$ cat config.mk
export PLATFORM = sky130hd
export DESIGN_NAME = uart_fifo_ctrl
export DESIGN_NICKNAME = d
export VERILOG_FILES = /design/src/rtl/uart_pkg.sv /design/src/rtl/uart_sync_fifo.sv /design/src/rtl/uart_fifo_ctrl.sv
export SDC_FILE = /design/constraint.sdc
export NUM_CORES = 1
export LEC_CHECK = 0
export CAP_MARGIN = 20
export CORE_MARGIN = 3
export CORE_UTILIZATION = 45
export DETAILED_ROUTE_END_ITERATION = 8
export PLACE_DENSITY = 0.68
export SLEW_MARGIN = 20
export SYNTH_ARGS = -nofsm -noshare
export SYNTH_HDL_FRONTEND = slang
export SYNTH_SLANG_ARGS = --single-unit
export TNS_END_PERCENT = 30
$ cat constraint.sdc
create_clock -name i_clk -period 4 [get_ports i_clk]
set_clock_uncertainty 0.2 [all_clocks]
set_input_delay 1 -clock i_clk [delete_from_list [all_inputs] [get_ports i_clk]]
set_output_delay 1 -clock i_clk [all_outputs]
set_load 0.02 [all_outputs]
$ cat src/rtl/uart_pkg.sv
// Shared UART constants: parity modes, FSM state encoding and the parity helper.
package uart_pkg;

  localparam int unsigned PAR_NONE = 0;
  localparam int unsigned PAR_EVEN = 1;
  localparam int unsigned PAR_ODD  = 2;

  typedef enum logic [2:0] {
    ST_IDLE,
    ST_START,
    ST_DATA,
    ST_PAR,
    ST_STOP
  } uart_state_e;

  // Parity bit from the XOR-reduction of the data bits.
  function automatic logic par_calc(input logic xored, input int unsigned mode);
    return (mode == PAR_ODD) ? !xored : xored;
  endfunction

endpackage

$ cat src/rtl/uart_sync_fifo.sv
// Synchronous FWFT FIFO; extra pointer MSB separates full from empty on wrap.
module uart_sync_fifo #(
  parameter int unsigned WIDTH = 8,
  parameter int unsigned AW    = 4
) (
  input  logic             i_clk,
  input  logic             i_nrst,
  input  logic             i_we,
  input  logic [WIDTH-1:0] i_data,
  input  logic             i_re,
  output logic [WIDTH-1:0] o_data,
  output logic             o_full,
  output logic             o_mty
);

  localparam logic [AW:0] PtrOne = {{AW{1'b0}}, 1'b1};

  logic [WIDTH-1:0] mem_q [2**AW];
  logic [AW:0]      wr_ptr_q, rd_ptr_q;
  logic             push, pop;

  assign o_mty  = (wr_ptr_q == rd_ptr_q);
  assign o_full = (wr_ptr_q[AW] != rd_ptr_q[AW]) && (wr_ptr_q[AW-1:0] == rd_ptr_q[AW-1:0]);
  assign push   = i_we && !o_full;
  assign pop    = i_re && !o_mty;
  // Storage is not reset, so hide stale contents while empty.
  assign o_data = o_mty ? '0 : mem_q[rd_ptr_q[AW-1:0]];

  always_ff @(posedge i_clk or negedge i_nrst) begin
    if (!i_nrst) begin
      wr_ptr_q <= '0;
      rd_ptr_q <= '0;
    end else begin
      if (push) wr_ptr_q <= wr_ptr_q + PtrOne;
      if (pop)  rd_ptr_q <= rd_ptr_q + PtrOne;
    end
  end

  always_ff @(posedge i_clk) begin
    if (push) mem_q[wr_ptr_q[AW-1:0]] <= i_data;
  end

endmodule

$ cat src/rtl/uart_fifo_ctrl.sv
// UART core: runtime baud divisor, 16x oversampled RX, optional parity, RX/TX FIFOs, sticky errors.
module uart_fifo_ctrl
  import uart_pkg::*;
#(
  parameter int unsigned WIDTH_DATA = 8,
  parameter int unsigned NB_STOP    = 2,
  parameter int unsigned PARITY     = 0,
  parameter int unsigned WIDTH_DIV  = 16,
  parameter int unsigned FIFO_AW    = 4
) (
  input  logic                  i_clk,
  input  logic                  i_nrst,
  input  logic                  i_rx,
  output logic                  o_tx,
  input  logic [WIDTH_DIV-1:0]  i_div,
  input  logic                  i_we,
  input  logic [WIDTH_DATA-1:0] i_data,
  output logic                  o_full,
  output logic                  o_mty,
  input  logic                  i_re,
  output logic [WIDTH_DATA-1:0] o_data,
  output logic                  o_rdy,
  output logic                  o_ovf,
  output logic                  o_ferr,
  output logic                  o_perr,
  input  logic                  i_clr_err
);

  localparam int unsigned BW = $clog2(WIDTH_DATA) + 1;
  localparam logic [BW-1:0] LastData = BW'(WIDTH_DATA - 1);
  localparam logic [BW-1:0] LastStop = BW'(NB_STOP - 1);
  localparam logic [BW-1:0] BitOne   = {{(BW-1){1'b0}}, 1'b1};
  localparam logic [WIDTH_DIV-1:0] DivOne = {{(WIDTH_DIV-1){1'b0}}, 1'b1};

  uart_state_e tx_state_q, tx_state_d, rx_state_q, rx_state_d;
  logic [WIDTH_DIV-1:0] tx_div_q, rx_div_q;
  logic tx_tick, rx_tick;
  logic [3:0] tx_cnt_q, tx_cnt_d, rx_cnt_q, rx_cnt_d;
  logic [BW-1:0] tx_bit_q, tx_bit_d, rx_bit_q, rx_bit_d;
  logic [WIDTH_DATA-1:0] tx_sh_q, tx_sh_d, rx_sh_q, rx_sh_d, tx_fifo_data;
  logic tx_q, tx_d, tx_par_q, tx_par_d, tx_pop, tx_load, tx_fifo_mty;
  logic rx_meta_q, rx_s_q, rx_prev_q, rx_fall, rx_bad_par_q, rx_bad_par_d;
  logic rx_push, rx_fifo_full, rx_fifo_mty, set_ovf, set_ferr, set_perr;

  assign tx_tick = (tx_div_q >= i_div);
  assign rx_tick = (rx_state_q != ST_IDLE) && (rx_div_q >= i_div);
  assign rx_fall = rx_prev_q && !rx_s_q;
  assign o_tx    = tx_q;
  assign o_mty   = tx_fifo_mty && (tx_state_q == ST_IDLE);
  assign o_rdy   = !rx_fifo_mty;

  always_comb begin
    tx_state_d = tx_state_q;
    tx_cnt_d   = tx_cnt_q;
    tx_bit_d   = tx_bit_q;
    tx_sh_d    = tx_sh_q;
    tx_par_d   = tx_par_q;
    tx_d       = tx_q;
    tx_pop     = 1'b0;
    tx_load    = 1'b0;
    if (tx_tick) begin
      tx_cnt_d = tx_cnt_q + 4'd1;
      unique case (tx_state_q)
        ST_IDLE: begin
          tx_cnt_d = '0;
          tx_load  = !tx_fifo_mty;
        end
        ST_START: if (tx_cnt_q == 4'd15) begin
          tx_state_d = ST_DATA;
          tx_d       = tx_sh_q[0];
          tx_bit_d   = '0;
        end
        ST_DATA: if (tx_cnt_q == 4'd15) begin
          if (tx_bit_q == LastData) begin
            tx_state_d = (PARITY != PAR_NONE) ? ST_PAR : ST_STOP;
            tx_d       = (PARITY != PAR_NONE) ? tx_par_q : 1'b1;
            tx_bit_d   = '0;
          end else begin
            tx_sh_d  = tx_sh_q >> 1;
            tx_d     = tx_sh_d[0];
            tx_bit_d = tx_bit_q + BitOne;
          end
        end
        ST_PAR: if (tx_cnt_q == 4'd15) begin
          tx_state_d = ST_STOP;
          tx_d       = 1'b1;
        end
        ST_STOP: if (tx_cnt_q == 4'd15) begin
          if (tx_bit_q == LastStop) begin
            tx_load    = !tx_fifo_mty;
            tx_state_d = ST_IDLE;
          end else begin
            tx_bit_d = tx_bit_q + BitOne;
          end
        end
        default: tx_state_d = ST_IDLE;
      endcase
      // Shared by IDLE and end-of-STOP so back-to-back frames have no idle gap.
      if (tx_load) begin
        tx_pop     = 1'b1;
        tx_state_d = ST_START;
        tx_cnt_d   = '0;
        tx_d       = 1'b0;
        tx_sh_d    = tx_fifo_data;
        tx_par_d   = par_calc(^tx_fifo_data, PARITY);
      end
    end
  end

  always_comb begin
    rx_state_d   = rx_state_q;
    rx_cnt_d     = rx_cnt_q;
    rx_bit_d     = rx_bit_q;
    rx_sh_d      = rx_sh_q;
    rx_bad_par_d = rx_bad_par_q;
    rx_push      = 1'b0;
    set_ovf      = 1'b0;
    set_ferr     = 1'b0;
    set_perr     = 1'b0;
    if (rx_tick) rx_cnt_d = rx_cnt_q + 4'd1;
    unique case (rx_state_q)
      ST_IDLE: begin
        rx_cnt_d = '0;
        if (rx_fall) begin
          rx_state_d   = ST_START;
          rx_bad_par_d = 1'b0;
        end
      end
      ST_START: if (rx_tick && rx_cnt_q == 4'd7) begin
        rx_cnt_d   = '0;
        rx_bit_d   = '0;
        rx_state_d = rx_s_q ? ST_IDLE : ST_DATA;
      end
      ST_DATA: if (rx_tick && rx_cnt_q == 4'd15) begin
        rx_sh_d  = {rx_s_q, rx_sh_q[WIDTH_DATA-1:1]};
        rx_bit_d = rx_bit_q + BitOne;
        if (rx_bit_q == LastData) rx_state_d = (PARITY != PAR_NONE) ? ST_PAR : ST_STOP;
      end
      ST_PAR: if (rx_tick && rx_cnt_q == 4'd15) begin
        rx_bad_par_d = (rx_s_q != par_calc(^rx_sh_q, PARITY));
        rx_state_d   = ST_STOP;
      end
      ST_STOP: if (rx_tick && rx_cnt_q == 4'd15) begin
        rx_state_d = ST_IDLE;
        set_ferr   = !rx_s_q;
        set_perr   = rx_bad_par_q;
        if (rx_s_q && !rx_bad_par_q) begin
          set_ovf = rx_fifo_full;
          rx_push = !rx_fifo_full;
        end
      end
      default: rx_state_d = ST_IDLE;
    endcase
  end

  always_ff @(posedge i_clk or negedge i_nrst) begin
    if (!i_nrst) begin
      tx_div_q     <= '0;
      rx_div_q     <= '0;
      tx_state_q   <= ST_IDLE;
      tx_cnt_q     <= '0;
      tx_bit_q     <= '0;
      tx_sh_q      <= '0;
      tx_par_q     <= 1'b0;
      tx_q         <= 1'b1;
      rx_state_q   <= ST_IDLE;
      rx_cnt_q     <= '0;
      rx_bit_q     <= '0;
      rx_sh_q      <= '0;
      rx_bad_par_q <= 1'b0;
      rx_meta_q    <= 1'b1;
      rx_s_q       <= 1'b1;
      rx_prev_q    <= 1'b1;
      o_ovf        <= 1'b0;
      o_ferr       <= 1'b0;
      o_perr       <= 1'b0;
    end else begin
      tx_div_q     <= tx_tick ? '0 : tx_div_q + DivOne;
      rx_div_q     <= (rx_state_q == ST_IDLE || rx_tick) ? '0 : rx_div_q + DivOne;
      tx_state_q   <= tx_state_d;
      tx_cnt_q     <= tx_cnt_d;
      tx_bit_q     <= tx_bit_d;
      tx_sh_q      <= tx_sh_d;
      tx_par_q     <= tx_par_d;
      tx_q         <= tx_d;
      rx_state_q   <= rx_state_d;
      rx_cnt_q     <= rx_cnt_d;
      rx_bit_q     <= rx_bit_d;
      rx_sh_q      <= rx_sh_d;
      rx_bad_par_q <= rx_bad_par_d;
      rx_meta_q    <= i_rx;
      rx_s_q       <= rx_meta_q;
      rx_prev_q    <= rx_s_q;
      o_ovf        <= (o_ovf  && !i_clr_err) || set_ovf;
      o_ferr       <= (o_ferr && !i_clr_err) || set_ferr;
      o_perr       <= (o_perr && !i_clr_err) || set_perr;
    end
  end

  uart_sync_fifo #(.WIDTH(WIDTH_DATA), .AW(FIFO_AW)) u_tx_fifo (
    .i_clk  (i_clk),
    .i_nrst (i_nrst),
    .i_we   (i_we),
    .i_data (i_data),
    .i_re   (tx_pop),
    .o_data (tx_fifo_data),
    .o_full (o_full),
    .o_mty  (tx_fifo_mty)
  );

  uart_sync_fifo #(.WIDTH(WIDTH_DATA), .AW(FIFO_AW)) u_rx_fifo (
    .i_clk  (i_clk),
    .i_nrst (i_nrst),
    .i_we   (rx_push),
    .i_data (rx_sh_q),
    .i_re   (i_re),
    .o_data (o_data),
    .o_full (rx_fifo_full),
    .o_mty  (rx_fifo_mty)
  );

endmodule
==> flow_summary.yaml, run 1 <==
drt:
  ant_nets: 0
  drc_errors: 0
  via_per_inst: 5.598
  first_pass_iters: 5
  wl_per_cell_microns: 20.19
  drtIter0Drc: 591
  vias: 8654
  drt-total-wl_microns: 31210
clock_network:
  max-clock-path-buffers: 3
  numCtsBuffers: 38
  holdBufCountCts: 0
  root_buffer: "clkbuf_16"
  clkTransAtPathRegs_ps: 60
  cts.sinks: 354
  clk_latency_ps: 520
  cts.htree.levels: 2
  cts_tree: "yes"
pwr:
  p_seq_share_pct: 47.6
  ir_worst_vdd_v: 0.0004902
  p_clk_share_pct: 38.7
  p_per_area_mw_per_mm2: 513.0
  power.total_mw: 9.324
  p_int_mw: 7.041
  leakagePower_nw: 6.984
  swShare_pct: 24.48
  switchingPower_mw: 2.283
  p_comb_share_pct: 13.7
critical_path:
  crit_fanout: 18
  cp.arrival_ps: 2720
  cp_common_cell: "mux4_2"
  end_kind: "output pin"
  path_buf_inv: 2
  crit_required_ps: 2800
  start_kind: "flop"
  criticalPathCategory: "flop to output pin"
  max_stage_delay_ps: 530
  crit_chain: "clkbuf_16 -> mux4_2 -> mux4_2 -> nor2b_1 -> dlygate4sd2_1"
  critPathSlowestCell: "mux4_2"
  cp_top_family: "multiplexers"
synth:
  synthFlopType: "edfxtp_1"
  synthTopCellsByCount: "256 x edfxtp_1, 94 x dfrtp_1, 73 x mux4_2, 52 x nor2_1, 51 x inv_1"
  synth_cells: 986
  postSynthAreaPerCell_sq_um: 15.87
  synth_seq_cells: 354
  synth_area_sq_mm: 0.01565
  yosys_warnings: 0
  ys_types: 74
  synthTopCellsByArea: "edfxtp_1 49%, dfrtp_1 15%, mux4_2 11%"
  synth-async-reset-ratio_pct: 27.68
  synth.top_cell.area_share_pct: 49.12
  synth_most_common_cell: "edfxtp_1"
  synth_edf_count: 256
  synth_top_area_cell: "edfxtp_1"
  yosysSeqAreaShare_pct: 64.82
  synth_fp_nets: 1065
sta:
  hold_viol: 0
  rsz0062_at_grt: "no"
  min_period_over_period_pct: 98.09
  worstMarginPinSlew_ps: 829.7
  setup_ws_ps: 76.33
  slew_headroom_pct: 44.69
  finalSetupViolCount: 0
  fin_crit_ps: 3924
  fin_setup_tns_ps: 0
  slew_viol_final: 0
  timing.fmax_ghz: 0.2549
floorplan:
  die_h_microns: 192.5
  dieWidth_microns: 192.5
  coreArea_sq_mm: 0.03387
  rows: 67
  die_area_sq_mm: 0.03705
  io_pins: 45
  start_util_pct: 46.21
final_layout:
  n_antenna_cell: 0
  fillers: 2704
  area_growth_pct: 16.15
  nNetsFinal: 1150
  drive_gt1_share_pct: 19.76
  utilization_pct: 53.67
job:
  drv_cap: 0
global_route:
  antenna_found_initial: 0
  grt_max_degree: 56
  track_usage_pct: 17.18
  grt_pass1_wl_microns: 49590
  grt_pass1_vias: 8853
  grt_remaining_overflow: 0
min_path:
  hold_class: "flop to flop"
run_status:
  status: "finished, final reports clean"
placed_design:
  place_congestion: 0.7970
  numPortBuffers: 44
  pre_cts_ws_ps: 3.546
  dp_hpwl_microns: 20570
## placed cells by master, fill, tap and decap left out, types with 4 or more instances in the layout
cell	instances
a21o_1	4
a21oi_1	22
a2bb2oi_1	7
and2_1	11
and3_1	11
and4_1	7
buf_12	6
buf_4	31
bufinv_16	7
clkbuf_16	41
clkdlybuf4s50_1	35
clkinv_1	8
clkinv_2	6
dfrtp_1	92
dfstp_2	4
dlygate4sd2_1	8
edfxtp_1	256
ha_1	49
inv_1	51
mux2_2	15
mux4_2	73
nand2_1	30
nand2b_1	12
nand3_1	28
nand4_1	12
nor2_1	52
nor2b_1	10
nor3_1	8
nor4_1	5
o211ai_1	4
o21ai_0	36
o22ai_1	14
o2bb2ai_1	5
or3_1	6
xnor2_1	39
xor2_1	21
## per-stage QoR
stage	area [sq um]	hold WS, ps	std cells
2_1_floorplan	15650	145.2	986
3_3_place_gp	16830	146.4	1477
3_5_place_dp	16830	146.8	1477
4_1_cts	18130	155.5	1544
5_1_grt	18180	164.3	1546
6_report	18180	155.1	1546
## flip-flops by register name, summed over array words and instances (netlist names), 3 cells and up
name and cells:
rx_bit_q 4, rx_cnt_q 4, rx_div_q 16, rx_sh_q 8, rx_state_q 3, tx_bit_q 4
tx_cnt_q 4, tx_div_q 16, tx_sh_q 8, tx_state_q 3, u_rx_fifo.mem_q 128, u_rx_fifo.rd_ptr_q 5
u_rx_fifo.wr_ptr_q 5, u_tx_fifo.mem_q 128, u_tx_fifo.rd_ptr_q 5, u_tx_fifo.wr_ptr_q 5
## per-layer routing
layer	part of all wire (%)	global-route usage (%)	wire length, microns
met1	45	24.39	13970
met2	49	27.75	15210
met3	4.8	3.052	1492
met4	1.7	4.343	540
met5	0	0	0
## timing repair
item	CTS	global route
gates cloned	0	2
setup endpoints to repair	8	8
setup buffers	0	0
gates resized for setup	8	0
## kinds of logic after synthesis
kind of cell / synth area share (%)
DFF: 64.82
and+or+nand+nor: 8.259
AOI/OAI and AO/OA: 5.716
muxes: 11.65
xor gates and xnor gates: 3.358
adders and majority gates: 3.918
buffers and inverters: 2.279
## final cells by class
cell class / count / area (sq um) / area share (%)
flip-flops and latches: 354 / 10150 / 55.82
multi-input cells: 544 / 5149 / 28.32
clock buffers: 42 / 987.2 / 5.431
repair buffers: 82 / 823.3 / 4.529
well taps: 448 / 560.5 / 3.084
clock inverters: 25 / 319.1 / 1.755
inverters: 51 / 191.4 / 1.053
## power groups by stage
stage | clock [mW] | sequential, mW | combinational [mW]
after floorplan | 0 | 4.36 | 0.975
after global placement | 0 | 4.49 | 1.21
after detailed placement | 0 | 4.49 | 1.24
after CTS | 3.69 | 4.42 | 1.25
after global routing | 3.85 | 4.47 | 1.42
final | 3.61 | 4.44 | 1.28
## path summary, 6_finish.rpt
check	from	end	slack (ps)	cells after the start
worst max-delay path	u_rx_fifo.rd_ptr_q[0]	o_data[2]	80	5
worst min-delay path	rx_meta_q	rx_s_q	160	0
worst max register to register	rx_div_q[9]	u_rx_fifo.mem_q[14][5]	1050	8
worst min register to register	rx_meta_q	rx_s_q	160	0
max in group asynchronous	i_nrst	tx_sh_q[5]	2530	2
min in group asynchronous	i_nrst	u_tx_fifo.rd_ptr_q[1]	340	1
No activity file was read; power rests on OpenSTA's default activity.
==> run 2: changes to the inputs <==
CAP_MARGIN = not set   (was 20)
CTS_CLUSTER_SIZE = 16   (was not set)
==> results of run 2 <==
Final layout, timing and power as in run 1 (identical DEF).
==> run 3: changes to the inputs <==
CORE_ASPECT_RATIO = 1.4   (was not set)
RECOVER_POWER = 100   (was not set)
==> run 3 against run 2 <==
- die area is essentially flat
- sequential cell count is the same
- non-clock buffer count grew 17
- maximum frequency grew 0.28%
- global-route usage grew 0.27 points
- count of clock-buffer cells in the layout grew 4
- clock power shrank 12%
- via count shrank 1.4%
- sequential share of layout area grew 0.82 points
- worst hold slack gained 6.9 ps
- power shrank 3.9%
- critical path type unchanged
- largest cell class unchanged
- highest routed layer unchanged
==> flow_summary.yaml, run 3 (synthesis gave the netlist of run 1 again) <==
floorplan:
  start_util_pct: 45.72
  coreArea_sq_mm: 0.03423
  rows: 80
  die_h_microns: 226.7
  die_area_sq_mm: 0.03708
  dieWidth_microns: 163.6
  io_pins: 45
clock_network:
  cts.htree.levels: 2
  holdBufCountCts: 0
  cts.sinks: 354
  root_buffer: "clkbuf_16"
  clkTransAtPathRegs_ps: 60
  numCtsBuffers: 36
  max-clock-path-buffers: 3
  clk_latency_ps: 520
  cts_tree: "yes"
drt:
  ant_nets: 0
  drc_errors: 0
  vias: 8532
  first_pass_iters: 4
  drt-total-wl_microns: 31080
  via_per_inst: 5.462
  drtIter0Drc: 505
  wl_per_cell_microns: 19.90
sta:
  fin_setup_tns_ps: 0
  slew_viol_final: 0
  fin_crit_ps: 3913
  worstMarginPinSlew_ps: 1465
  slew_headroom_pct: 2.325
  rsz0062_at_grt: "no"
  hold_slack_ps: 162.1
  min_period_over_period_pct: 97.82
  hold_viol: 0
  timing.fmax_ghz: 0.2556
  finalSetupViolCount: 0
  setup_ws_ps: 87.32
critical_path:
  critPathSlowestCell: "mux4_2"
  crit_fanout: 8
  end_kind: "output pin"
  max_stage_delay_ps: 540
  cp.arrival_ps: 2710
  start_kind: "flop"
  crit_chain: "buf_4 -> buf_12 -> mux4_2 -> mux4_2 -> nor2b_1 -> dlygate4sd2_1"
  crit_required_ps: 2800
  cp_common_cell: "mux4_2"
  criticalPathCategory: "flop to output pin"
final_layout:
  nNetsFinal: 1165
  final_common_cell: "edfxtp_1"
  n_antenna_cell: 0
  drive_gt1_share_pct: 17.46
  area_growth_pct: 14.47
  layout_common_cells: "256 x edfxtp_1, 92 x dfrtp_1, 73 x mux4_2"
placed_design:
  pre_cts_ws_ps: 60.65
  dp_hpwl_microns: 21430
  numPortBuffers: 44
  place_congestion: 0.8155
pwr:
  power.total_mw: 8.963
  leakagePower_nw: 6.850
  ir_worst_vdd_v: 0.0003986
  p_per_area_mw_per_mm2: 500.3
global_route:
  grt_remaining_overflow: 0
  track_usage_pct: 17.45
  grt_pass1_wl_microns: 50160
  antenna_found_initial: 0
  grt_pass1_vias: 9058
  grt_max_degree: 55
run_status:
  status: "finished, final reports clean"
min_path:
  hold_class: "flop to flop"
job:
  drv_cap: 0
[run 3: where the power goes]
group	switching (mW)	leakage, nW	internal, mW	total [mW]
Sequential	0.212	3.91	4.18	4.39
Clock	1.37	0.544	1.82	3.19
Combinational	0.711	2.40	0.670	1.38
Total	2.29	6.85	6.67	8.96
[run 3: repair_timing]
action                                  CTS  global route
cloned                                    1             0
gates resized for setup                   8            10
endpoints found under the setup margin    8             7
setup buffers                             5             0
[run 3: cell type report]
cell class | instances | area [sq um]
Fill cell | 2850 | 16320
Sequential cell | 354 | 10150
Multi-Input combinational cell | 544 | 5071
Clock buffer | 46 | 979.7
Timing Repair Buffer | 99 | 808.3
Tap cell | 451 | 564.3
Inverter | 51 | 191.4
Clock inverter | 17 | 152.6
[run 3: path summary, 6_finish.rpt]
kind                                             from                      to  slack (ps)  depth (start not counted)
worst max-delay path            u_rx_fifo.rd_ptr_q[0]               o_data[1]          90                          6
max in group asynchronous                      i_nrst   u_rx_fifo.rd_ptr_q[0]         900                          2
worst min-delay path                        rx_meta_q                  rx_s_q         160                          0
worst max register to register            rx_div_q[9]  u_rx_fifo.mem_q[11][6]         760                          9
worst min register to register              rx_meta_q                  rx_s_q         160                          0
min in group asynchronous                      i_nrst            tx_div_q[13]         580                          1
[run 3: worst max-delay path, delay by kind of cell (launching register included)]
kind	cells	cell delay [ps]
buffers and inverters	3	600
flip-flops	1	450
multiplexers	2	1000
AND/OR/NAND/NOR	1	140
[run 3: per-layer routing]
| metal | share of wire (%) | GRT usage [%] |
|---|---|---|
| met5 | 0 | 0 |
| met4 | 2.3 | 5.678 |
| met3 | 2.4 | 2.394 |
| met2 | 56 | 32.98 |
| met1 | 39 | 20.26 |
[run 3: metrics by stage]
stage	utilization, %	area, sq um	instances
2_1_floorplan	-	15650	986
3_3_place_gp	49.39	16910	1493
3_5_place_dp	49.39	16910	1493
4_1_cts	52.87	18100	1562
5_1_grt	52.33	17910	1562
6_report	52.33	17910	1562
==> RTL edit 1: new RTL, config.mk and constraints of run 1 <==
Encoding of `uart_state_e`: now Gray code (3 bits for 5 states).
--- a/src/rtl/uart_pkg.sv
+++ b/src/rtl/uart_pkg.sv
@@ -8,7 +8,7 @@
   typedef enum logic [2:0] {
-    ST_IDLE,
-    ST_START,
-    ST_DATA,
-    ST_PAR,
-    ST_STOP
+    ST_IDLE  = 3'b000,
+    ST_START = 3'b001,
+    ST_DATA  = 3'b011,
+    ST_PAR   = 3'b010,
+    ST_STOP  = 3'b110
   } uart_state_e;
Formal check against the unedited RTL: no difference found for any inputs over 4 cycles, from zero or initial values and one cycle with i_nrst low; so few cycles prove little.
==> RTL edit 1 against run 1 <==
- clock power shrank 7.8%
- cell area shrank 0.36%
- setup slack gained 25 ps
- routed wire length grew 0.79%
- largest power group unchanged
- highest routed layer unchanged
- sequential cell count is the same
- total power grew 6.7%
- area after synthesis shrank 0.11%
- final cell count grew 1.4%
- register-to-register slack lost 170 ps
- synthesized cell count grew 2.4%
- non-clock buffer count grew 6
- largest cell class unchanged
- combinational power grew 60%
==> RTL edit 1: results (changes against run 1) <==
GLOBAL ROUTE
------------------------------------------------------------------------------
Largest net degree at the start of global routing ...............           54   -3.6%
Fraction of met1 tracks used by global routing ..................       24.25%   -0.14 points
Wire length of the first global-routing pass ....................     50.24 mm   +1.3%
Met2 track demand over resource in global routing ...............       28.85%   +1.1 points

YOSYS
------------------------------------------------------------------------------
Most frequent cells after synthesis ............................. 256 x sky130_fd_sc_hd__edfxtp_1, 94 x sky130_fd_sc_hd__dfrtp_1, 73 x sky130_fd_sc_hd__mux4_2
Synth Net Count .................................................         1089   +2.3%
Share of the synthesized area in compound gates (AO/OA/AOI/OAI) .       4.682%   -1.0 points
XOR/XNOR share of the synthesized area ..........................       3.530%   +0.17 points
Avg Cell Area, Syn ..............................................  15.48 sq um   -2.5%
Sequential area share after synthesis ...........................       64.90%   +0.073 points
Adder-cell share of the synthesized area ........................       3.922%   +0.0044 points
Synth top area cells ............................................ sky130_fd_sc_hd__edfxtp_1 49%, sky130_fd_sc_hd__dfrtp_1 15%, sky130_fd_sc_hd__mux4_2 11%
Multiplexer fraction of the synthesized cell area ...............       11.77%   +0.13 points

PWR
------------------------------------------------------------------------------
Clock network power .............................................      3.33 mW   -7.8%
Power per cell area ............................................. 549.2 nW/um^2   +7.1%
Maximum VDD drop ................................................    0.5821 mV   +19%
Gate power share ................................................        20.6%   +6.9 points
Cell leakage power ..............................................     7.101 nW   +1.7%

FINAL LAYOUT
------------------------------------------------------------------------------
Layout cell share with drive strength beyond 1 ..................       18.32%   -1.4 points
Non-clk invs ....................................................           40   -22%
Non-clock buffers ...............................................           88   +7.3%
Non-clock buffering overhead ....................................       5.167%   +0.64 points
Cell Count, Final, Fillers Out ..................................         1567   +1.4%
Fill cell count .................................................         2775   +2.6%
Fraction of area in clock buffers and inverters .................       6.514%   -0.67 points
Number of nets in the layout ....................................         1170   +1.7%
Multi-input gate area in the final layout .......................   5139 sq um   -0.19%
Multi-input comb cells ..........................................          570   +4.8%
Count of clock-net buffers in the final layout ..................           48   +14%

PLACEMENT
------------------------------------------------------------------------------
Detailed Place HPWL .............................................     20.58 mm   about the same
Cell area after placement .......................................  16900 sq um   +0.42%
Pre-CTS WS ......................................................    -162.7 ps   -166.3 ps
Total placed cells including tap cells ..........................         1499   +1.5%
Gp weighted congestion ..........................................       0.8257   +3.6%

DRT
------------------------------------------------------------------------------
Met2 routed WL ..................................................     15.49 mm   +1.8%
Routed met3 length ..............................................     1.544 mm   +3.5%
Met1 layer wirelength in the final routing ......................     13.82 mm   -1.1%
Average via count per standard cell .............................        5.521   -1.4%
Post-detailed-routing wire length ...............................     31.46 mm   +0.79%
Violation count after the first detailed-routing iteration ......          546   -7.6%

CRITICAL PATH
------------------------------------------------------------------------------
Data arrival time of the critical path ..........................      2700 ps   -20 ps

TIMING
------------------------------------------------------------------------------
Max-Slew Margin vs Limit ........................................       40.23%   -4.5 points

OUTCOME
------------------------------------------------------------------------------
Run status ......................................................    completed

## RTL edit 1: cell types whose count changed after synthesis, sizes merged, moves of 8 or more
cell,run 1,this run
a22oi,0,15
and2,11,26
and4,9,1
inv,51,40
nand2,30,46
nand2b,13,5
nor2,55,66
nor2b,10,23
o21ai,36,19
xnor2,39,31
xor2,21,32
## RTL edit 1: path summary, 6_finish.rpt
path	from	to	slack, ps	cells after the start
worst max-delay path	u_rx_fifo.rd_ptr_q[0]$_DFFE_PN0P_	o_data[3]	100	5
worst min-delay path	rx_meta_q$_DFF_PN1_	rx_s_q$_DFF_PN1_	160	0
worst max register to register	rx_div_q[7]$_DFF_PN0_	u_rx_fifo.mem_q[13][3]$_DFFE_PP_	880	9
worst min register to register	rx_meta_q$_DFF_PN1_	rx_s_q$_DFF_PN1_	160	0
max in group asynchronous	i_nrst	o_tx$_DFFE_PN1P_	2520	2
min in group asynchronous	i_nrst	rx_cnt_q[2]$_DFF_PN0_	320	1
==> RTL edit 2: new RTL, settings of run 1 <==
Without the edit above. The parameter `WIDTH_DATA` goes from 8 to 32.
--- a/src/rtl/uart_fifo_ctrl.sv
+++ b/src/rtl/uart_fifo_ctrl.sv
@@ -4,3 +4,3 @@
 #(
-  parameter int unsigned WIDTH_DATA = 8,
+  parameter int unsigned WIDTH_DATA = 32,
   parameter int unsigned NB_STOP    = 2,
Interface: changed (resized i_data and o_data); port bits go from 45 to 93. The function was not compared with the original's and may differ.
==> RTL edit 2 against run 1 <==
- the flow now finishes with violations (negative setup slack)
- routed wire length grew to 3.2 times the old value
- first-iteration DRC count increased to 3.2 times the old value
- final cell count grew to 2.6 times the old value
- area after synthesis rose to 3.0 times the old value
- sequential cell count increased by 820
- cell area grew to 3.0 times the old value
- register-to-register slack got worse by 590 ps
- sequential share of layout area up 6.7 points
- total power increased to 3.3 times the old value
- count of clock-buffer cells in the layout increased by 108
- setup slack got worse by 240 ps
- synthesized cell count increased by 130%
==> RTL edit 2: results (changes against run 1) <==
CLOCK NETWORK
---------------------------------------------------------------------------------
Clock latency of the later-clocked register in the worst-skew pair .       700 ps   +180 ps
Number of buffers created by CTS ...................................          115   +200%

HOLD PATH
---------------------------------------------------------------------------------
Min-delay worst type ...............................................     in2async

CRITICAL PATH
---------------------------------------------------------------------------------
R2R Setup Slk ......................................................       460 ps   -590 ps
Data arrival time of the critical path .............................      2960 ps   +240 ps
Largest fanout of any net on the critical path .....................            5   -13
Cell at the slowest stage of the critical path ..................... sky130_fd_sc_hd__dfrtp_4
Start of the worst register-to-register path ....................... u_rx_fifo.rd_ptr_q[0]$_DFFE_PN0P_
Path depth of the worst reg2reg path ...............................            9   +1

YOSYS
---------------------------------------------------------------------------------
Share of flip-flops with an asynchronous set or reset ..............       12.78%   -15 points
Sequential area share after synthesis ..............................       73.49%   +8.7 points
Synth Net Count ....................................................         2353   +120%
Synth top area cells ............................................... sky130_fd_sc_hd__edfxtp_1 65%, sky130_fd_sc_hd__mux4_2 15%, sky130_fd_sc_hd__dfrtp_1 7.8%
Most frequent cells after synthesis ................................ 1024 x sky130_fd_sc_hd__edfxtp_1, 320 x sky130_fd_sc_hd__mux4_2, 146 x sky130_fd_sc_hd__dfrtp_1

TIMING
---------------------------------------------------------------------------------
# setup viols final ................................................           32   +32
Max-Slew Margin vs Limit ...........................................       40.04%   -4.6 points
Setup slack of the critical path after layout ......................    -161.9 ps   -238.2 ps

GLOBAL ROUTE
---------------------------------------------------------------------------------
Number of global-route vias before repair ..........................        24170   +170%

PLACEMENT
---------------------------------------------------------------------------------
Cell area after placement ..........................................  50950 sq um   +200%
Gp weighted congestion .............................................       0.8423   +5.7%
Port buffer count ..................................................           92   +110%

OUTCOME
---------------------------------------------------------------------------------
Run status ......................................................... finished, violations left
Failing checks ..................................................... negative setup slack

FINAL LAYOUT
---------------------------------------------------------------------------------
Fill cell count ....................................................         7639   +180%
Layout cell share with drive strength beyond 1 .....................       31.26%   +11 points

PWR
---------------------------------------------------------------------------------
Cell leakage power .................................................     20.09 nW   +190%

DRT
---------------------------------------------------------------------------------
Routed length per placed instance ..................................     25.36 um   +26%

-- RTL edit 2: cell types whose count changed in the layout (fill, tap and decap cells not counted), sizes merged, moves of 8 or more --
cell	delta
edfxtp	+768
mux4	+247
mux2	+79
buf	+143
dfrtp	+52
o22ai	-11
nor2b	+30
and3	+16
clkbuf	+110
dlygate4sd2	-8
clkdlybuf4s50	+23
nor2	+9
clkinv	+27
xnor2	+21
-- RTL edit 2: logic make-up (layout without fill, tap and decap cells) --
| family | after synthesis | in the layout | synth area share (%) |
|---|---|---|---|
| and+or+nand+nor | 277 | 277 | 3.088 |
| buffers and inverters | 146 | 500 | 1.420 |
| muxes | 418 | 418 | 17.69 |
| adders and majority gates | 49 | 49 | 1.306 |
| DFF | 1174 | 1174 | 73.49 |
| AOI/OAI and AO/OA | 98 | 98 | 1.367 |
| xor gates and xnor gates | 88 | 88 | 1.641 |
| other | 0 | 2 | 0 |
-- RTL edit 2: metal layers --
metal	share of wire (%)	GRT usage (%)	vias up
li1	-	-	9718
met1	39	23.95	12080
met2	53	33.55	646
met3	5.0	3.159	167
met4	2.2	4.778	6
met5	0.041	0	-
-- RTL edit 2: where the power goes --
part,internal (mW),switching (mW)
clock,6.29,4.59
combinational,2.94,2.77
sequential,14.0,0.424
-- RTL edit 2: repair_timing --
item	4_1_cts	5_1_grt
endpoints found under the setup margin	34	34
gates cloned	4	4
pin swaps	0	0
buffers inserted	11	3
resized for setup	166	38
-- RTL edit 2: metrics by stage --
step           hold WS, ps  setup slack [ps]  TNS (ps)  instances
6_report             153.7            -161.9     -3180       3974
5_1_grt              166.3            -244.3     -6055       3972
4_1_cts              162.5            -230.6     -5246       3968
3_5_place_dp         155.3            -355.0   -132680       3734
3_3_place_gp         150.4            -258.2    -94670       3734
2_1_floorplan        145.2            -866.9   -110960       2250
-- RTL edit 2: cell type report --
cell class | instances | area (sq um) | share of cell area, %
Sequential cell | 1174 | 34530 | 62.55
Multi-Input combinational cell | 930 | 11960 | 21.65
Clock buffer | 150 | 3139 | 5.686
Timing Repair Buffer | 242 | 2968 | 5.376
Tap cell | 1368 | 1712 | 3.100
Clock inverter | 69 | 752.0 | 1.362
Inverter | 39 | 146.4 | 0.2652
Antenna cell | 2 | 5.005 | 0.009065
